[src/rtl/puf_ctrl_pkg.sv]
// Shared types and constants for the ring-oscillator PUF evaluation controller.
package puf_ctrl_pkg;

  typedef enum logic [2:0] {
    S_IDLE,
    S_CLEAR,
    S_RUN,
    S_SETTLE,
    S_COMPARE,
    S_DONE
  } state_t;

  localparam int N_BITS      = 8;
  localparam int SETTLE_CYC  = 2;
  localparam int PAIR_OFF_LO = 1;
  localparam int PAIR_OFF_HI = 4;

  // Partner oscillator for bit idx; 3-bit addition wraps modulo 8, and both offsets are nonzero.
  function automatic logic [2:0] pair_sel(input logic [2:0] idx, input logic chal_bit);
    pair_sel = idx + (chal_bit ? 3'(PAIR_OFF_HI) : 3'(PAIR_OFF_LO));
  endfunction

endpackage

[src/rtl/puf_eval_ctrl_window_timer.sv]
// Loadable down-counter with a zero flag; times the RUN gate window and the SETTLE gap.
module window_timer #(
  parameter int W = 8
) (
  input  logic         clk,
  input  logic         reset,
  input  logic         load,
  input  logic [W-1:0] load_val,
  output logic         zero
);

  logic [W-1:0] cnt;

  always_ff @(posedge clk or posedge reset) begin
    if (reset)           cnt <= '0;
    else if (load)       cnt <= load_val;
    else if (cnt != '0)  cnt <= cnt - 1'b1;
  end

  assign zero = (cnt == '0);

endmodule

[src/rtl/puf_eval_ctrl.sv]
// Ring-oscillator PUF controller: for each challenge bit, gates an oscillator pair for a
// fixed window, lets the counters settle, and records which oscillator ran faster.
module puf_eval_ctrl
  import puf_ctrl_pkg::*;
#(
  parameter int WINDOW = 16,
  parameter int CNT_W  = 8
) (
  input  logic             clk,
  input  logic             reset,
  input  logic             start,
  input  logic [7:0]       challenge,
  input  logic [CNT_W-1:0] count_a,
  input  logic [CNT_W-1:0] count_b,
  output logic             osc_en,
  output logic             cnt_clr,
  output logic [2:0]       sel_a,
  output logic [2:0]       sel_b,
  output logic             busy,
  output logic             done,
  output logic [7:0]       response,
  output logic             ovf
);

  state_t     state, nxt;
  logic [2:0] idx;
  logic [7:0] chal, shadow, shadow_nxt;
  logic       t_load, t_zero;
  logic [7:0] t_val;
  logic       cmp_gt, last_bit;

  window_timer #(.W(8)) u_timer (
    .clk      (clk),
    .reset    (reset),
    .load     (t_load),
    .load_val (t_val),
    .zero     (t_zero)
  );

  assign cmp_gt   = (count_a > count_b);
  assign last_bit = (idx == 3'(N_BITS - 1));

  always_ff @(posedge clk or posedge reset) begin
    if (reset) state <= S_IDLE;
    else       state <= nxt;
  end

  always_comb begin
    nxt = state;
    case (state)
      S_IDLE:    if (start) nxt = S_CLEAR;
      S_CLEAR:   nxt = S_RUN;
      S_RUN:     if (t_zero) nxt = S_SETTLE;
      S_SETTLE:  if (t_zero) nxt = S_COMPARE;
      S_COMPARE: nxt = last_bit ? S_DONE : S_CLEAR;
      S_DONE:    nxt = S_IDLE;
      default:   nxt = S_IDLE;
    endcase
  end

  // Timer is loaded one cycle ahead so RUN lasts WINDOW cycles and SETTLE lasts SETTLE_CYC.
  always_comb begin
    osc_en  = (state == S_RUN);
    cnt_clr = reset || (state == S_CLEAR);
    busy    = (state != S_IDLE);
    done    = (state == S_DONE);
    sel_a   = '0;
    sel_b   = '0;
    t_load  = 1'b0;
    t_val   = 8'(WINDOW - 1);
    if (state != S_IDLE) begin
      sel_a = idx;
      sel_b = pair_sel(idx, chal[idx]);
    end
    if (state == S_CLEAR) begin
      t_load = 1'b1;
    end else if (state == S_RUN && t_zero) begin
      t_load = 1'b1;
      t_val  = 8'(SETTLE_CYC - 1);
    end
  end

  always_comb begin
    shadow_nxt      = shadow;
    shadow_nxt[idx] = cmp_gt;
  end

  // response is updated on the edge into DONE so it is already valid while done is high.
  always_ff @(posedge clk or posedge reset) begin
    if (reset) begin
      idx      <= '0;
      chal     <= '0;
      shadow   <= '0;
      response <= '0;
      ovf      <= 1'b0;
    end else begin
      if (state == S_IDLE && start) begin
        chal   <= challenge;
        idx    <= '0;
        shadow <= '0;
        ovf    <= 1'b0;
      end
      if (state == S_COMPARE) begin
        shadow <= shadow_nxt;
        if (count_a == '1 || count_b == '1) ovf <= 1'b1;
        if (last_bit) response <= shadow_nxt;
        else          idx      <= idx + 1'b1;
      end
    end
  end

endmodule
[config.mk]
export PLATFORM = sky130hd
export DESIGN_NAME = puf_eval_ctrl
export DESIGN_NICKNAME = d
export VERILOG_FILES = /design/src/rtl/puf_ctrl_pkg.sv /design/src/rtl/puf_eval_ctrl_window_timer.sv /design/src/rtl/puf_eval_ctrl.sv
export SDC_FILE = /design/constraint.sdc
export NUM_CORES = 1
export LEC_CHECK = 0
export CELL_PAD_IN_SITES_DETAIL_PLACEMENT = 1
export CELL_PAD_IN_SITES_GLOBAL_PLACEMENT = 1
export CORE_UTILIZATION = 50
export CTS_BUF_LIST = sky130_fd_sc_hd__clkbuf_8
export CTS_CLUSTER_DIAMETER = 100
export DETAILED_ROUTE_END_ITERATION = 12
export DONT_BUFFER_PORTS = 1
export PLACE_DENSITY = 0.79
export SKIP_CTS_REPAIR_TIMING = 1
export SLEW_MARGIN = 0
export SYNTH_ARGS = -nofsm -noshare
export SYNTH_HDL_FRONTEND = slang
export SYNTH_SLANG_ARGS = --single-unit
[constraint.sdc]
create_clock -name clk -period 2.72 [get_ports clk]
set_clock_uncertainty 0.05 [all_clocks]
set_input_delay 0 -clock clk [delete_from_list [all_inputs] [get_ports clk]]
set_output_delay 0 -clock clk [all_outputs]
set_load 0.02 [all_outputs]
# Yosys cells after proc, flatten, opt, wreduce, memory -nomap -nowiden
# Cells that the tools add are included.
# classes
n_lt_le_gt_ge	3
addsub	3
reduce_logical	13
n_mux	27
eq_ne	11
# op_table
op	count
two-way mux 8 bit	4
two-way mux 3 bit	10
equality test 8 bit (second input constant)	2
case mux 3 bit (5 select lines)	1
equality test 3 bit (second input constant)	3
bitwise mux 8 bit	1
> comparator 8 bit	1
zero test 8 bit	1
two-way mux 4 bit	2
nonzero test 8 bit	1
subtractor 8 x 1 -> 8 bit (second input constant)	1
two-way mux 1 bit	7
equality test 3 x 2 -> 1 bit (second input constant)	2
less-than comparator 3 x 4 -> 1 bit (second input constant)	1
inequality test 2 bit (second input constant)	2
nonzero test 2 bit	2
adder 3 x 1 -> 3 bit (second input constant)	1
adder 3 bit	1
binary-select mux 1 bit (select 3 bit)	1
demux 1 bit (select 3 bit)	1
equality test 3 x 1 -> 1 bit (second input constant)	1
greater-or-equal comparator 3 x 1 -> 1 bit (second input constant)	1
logical AND 1 bit	3
zero test 3 bit	1
5 further kinds	6
# word_totals
wordCells	64
out_inout_bits	19
regBits	39
input_bits	27

# Longest topological paths before layout
# logic_depth
depth_word	6
depth_mapped	9
mapped_depth_nobuf	8

# By module
# Synthesis repeated with hierarchy kept, for this count alone.
# hier_totals
cells_unflattened	260
hier_area_um2	2382.3
# by_module_without_submodules
mod	cells_each	area_per_inst_um2	instances	seq_area_each_um2
puf_eval_ctrl	204	1885.6	1	775.7
window_timer	56	496.7	1	200.2

# Least setup slack after synthesis
# No wires, ideal clock.
# synth_path
path_kind	register -> output
startpoint	reg idx[1]
endpoint	out sel_b[2]
arrival_ps	2254
stages_incl_launch_ff	9
setup_slack_ps	416
t_required_ps	2670
n_path_buf	0
path_cell_list	dfrtp_1 mux2_4 a221o_1 a222oi_1 ha_1 ha_1 xnor2_1 xnor2_1 nor2_1
# synth_between
elab_chain_len	5
# synth_rtl
item	line_no	source
start: declaration	puf_eval_ctrl.sv:26	logic [2:0] idx;
start signal: assignment	puf_eval_ctrl.sv:107	else idx <= idx + 1'b1;
binary-select mux 1 bit (select 3 bit)	puf_eval_ctrl.sv:73	sel_b = pair_sel(idx, chal[idx]);
two-way mux 1 bit (not written as such)	puf_eval_ctrl.sv:73	
two-way mux 3 bit	puf_ctrl_pkg.sv:20	pair_sel = idx + (chal_bit ? 3'(PAIR_OFF_HI) : 3'(PAIR_OFF_LO));
adder 3 bit *	puf_ctrl_pkg.sv:20	
two-way mux 3 bit *	puf_eval_ctrl.sv:71	if (state != S_IDLE) begin
end: declaration	puf_eval_ctrl.sv:18	output logic [2:0] sel_b,
# Every way passes the cells marked *; elsewhere a longest branch is shown, timed or not. The select of a mux whose other input is x is not followed.

# Worst setup path in the final report
# Same ends and word-level chain as after synthesis.

==> impl_metrics.toml <==
[run_status]
outcome = "finished with violations"
failed_checks = "negative hold slack, negative setup slack"

[timing]
rsz0062_at_grt = "true"
tightest_slew_ps = 839.1
worst_slack_ps = -20.26
holdWs_ps = -20.17
report.final.hold_viol_count = 1
final-max-slew-violation-count = 0
max_freq_ghz = 0.3649
period_share_pct = 100.7
setup_viol = 1
fin_crit_ps = 2740
slew_headroom_pct = 43.92
fin_setup_tns_ps = -20.26

[cells_and_area]
fin_nets = 290
final-seq-area_um2 = 977.2
fin_area_mm2 = 0.002522
nFillCells = 478
fin_cells = 302
n_antenna_cell = 0
multi_input_area_mm2 = 0.001179
final_util_pct = 57.93
drive_gt1_share_pct = 10.00
syn_to_final_growth_pct = 11.14

[placed_design]
routabilityCongestion = 0.8082
pre_cts_ws_ps = 137.8
dp_cells = 283
place_hpwl_um = 4019
io_buffers = 0
placed_cell_area_mm2 = 0.002328

[global_routing]
grt_start_max_net_pins = 41
antenna_found_initial = 0
track_usage_pct = 24.02
met3_usage_pct = 5.959
grt_overflow = 0
grt.met2_usage_pct = 39.91
grt_pass1_vias = 1964
grt_pass1_wl_um = 9190
grt_busiest_layer = "met2"
use_met1_pct = 31.00

[yosys]
ys_seq_area_share_pct = 43.00
syn_inst = 235
synth_compound_area_share_pct = 17.86
synthMuxAreaShare_pct = 5.568
syn_nets = 276
yosysMostFrequentCell = "dfrtp_1"
yosys_register_bits = 39
synth_edf_count = 0
yosys.area_share.simple_pct = 18.08
synth-adder-area-share_pct = 7.718
ys_warn_count = 0
synth_top_family_by_area = "simple AND/OR/NAND/NOR gates"
synth_area_leaders = "dfrtp_1 43%, ha_1 7.7%, a21oi_1 4.6%"
synth.avg_cell_area_um2 = 9.658
synth_top_area_share_pct = 43.00
synth_xor_area_share_pct = 2.701
netlist_area_mm2 = 0.002270
yosys.area.top_type = "dfrtp_1"
ys_types = 52
synthTopCellsByCount = "39 x dfrtp_1, 21 x a21oi_1, 19 x inv_1, 16 x nor2_1, 14 x ha_1"
async_reset_ff_share_pct = 100.0
synth_top_flop_cell = "dfrtp_1"

[clock_network]
cts_tree = "built"
clkLatencyLatePin_ps = 290
clockRootBuffer = "clkbuf_8"
numClockSinks = 39
h-tree-depth = 2
numCtsBuffers = 5
clk_pin_slew_worst_paths_ps = 80
cts.path.max_buffers = 2

[hold_path]
worstHoldPathType = "in -> reg"

[pwr]
power.leakage_nw = 1.172
pwr_density_cell_mw_per_mm2 = 411.2
peakVddDrop_mv = 0.2395
total_power_mw = 1.037

[drt]
viasPerCell = 6.000
initialDrtViolationCount = 87
wire_per_inst_um = 19.00
drcViolationCount = 0
drtAntennaViolNets = 0
drtPass1Iterations = 4
route.vias.total = 1812
wl_um = 5738

[flow_run]
maxCapViolations = 0

[die]
die_y_um = 69.38
fp-row-count = 24
die_w_um = 69.38
start_util_pct = 52.13
coreArea_mm2 = 0.004354
ioPinCount = 46
die_area_mm2 = 0.004813

[setup_path]
worstSetupStartpointType = "register"
required_ps = 2670
critPathArrivalTime_ps = 2690
path_max_fanout = 4
end_kind = "primary output"
worst-setup-path-type = "reg -> out"
-- area by class of cell --
class	count	share of cell area (%)
Clock buffer	5	2.728
Clock inverter	3	0.6448
Inverter	21	3.125
Multi-Input combinational cell	167	46.73
Sequential cell	39	38.74
Tap cell	52	2.579
Timing Repair Buffer	15	5.456
-- placed cells by master, fill, tap and decap left out, drive strengths merged, types with 2 or more instances in the layout --
| master | instances |
|---|---|
| a22o | 2 |
| o21ai | 13 |
| and3 | 8 |
| a21oi | 22 |
| clkinv | 2 |
| dlygate4sd3 | 10 |
| buf | 5 |
| nand2b | 3 |
| nor2 | 16 |
| nand3b | 4 |
| mux2 | 10 |
| o211ai | 3 |
| clkbuf | 5 |
| o31ai | 8 |
| xor2 | 2 |
| nor2b | 8 |
| xnor2 | 5 |
| o22ai | 6 |
| nand2 | 13 |
| nand4 | 4 |
| nor3 | 5 |
| ha | 14 |
| dfrtp | 39 |
| inv | 21 |
| nor3b | 2 |
-- power by group --
group	internal, mW	leakage (nW)	total, mW	switching (mW)
registers	0.584	0.446	0.586	0.00215
logic	0.0262	0.681	0.0663	0.0401
clock network	0.176	0.0453	0.385	0.209
-- routing by layer --
metal  vias to the layer above  routed length (um)
li1                        868                   -
met3                        11                 206
met2                        47                2940
met1                       886                2508
met4                         0                  82
met5                         -                   0
-- worst paths after layout --
path	end	from	slack, ps	cells after the start
setup / recovery	sel_b[2]	idx[1]	-20	9
hold / removal	ovf	count_a[4]	-20	4
setup reg to reg	state[1]	u_timer.cnt[0]	360	7
hold reg to reg	chal[6]	chal[6]	460	1
max in group asynchronous	idx[0]	reset	2020	3
min in group asynchronous	u_timer.cnt[6]	reset	230	3
-- flip-flops by register name, summed over array words and instances (netlist names) --
| name | count |
|---|---|
| state | 3 |
| idx | 3 |
| ovf | 1 |
| u_timer.cnt | 8 |
| response | 8 |
| shadow | 8 |
| chal | 8 |
-- kinds of logic (layout without fill, tap and decap cells) --
kind of cell,Yosys count,after routing
flops,39,39
compound gates,64,64
fa+ha+maj,14,14
buf+inv,29,44
simple gates,71,71
xor+xnor,7,7
mux,11,11
-- critical path: stages, from the launching register on --
cell	delay (ps)
dfrtp_1	430
mux2_4	310
a221o_1	310
a222oi_1	410
ha_1	240
ha_1	150
xnor2_1	160
xnor2_1	180
nor2_1	60
buf_4	150
Power figures use the tool's default switching activity.
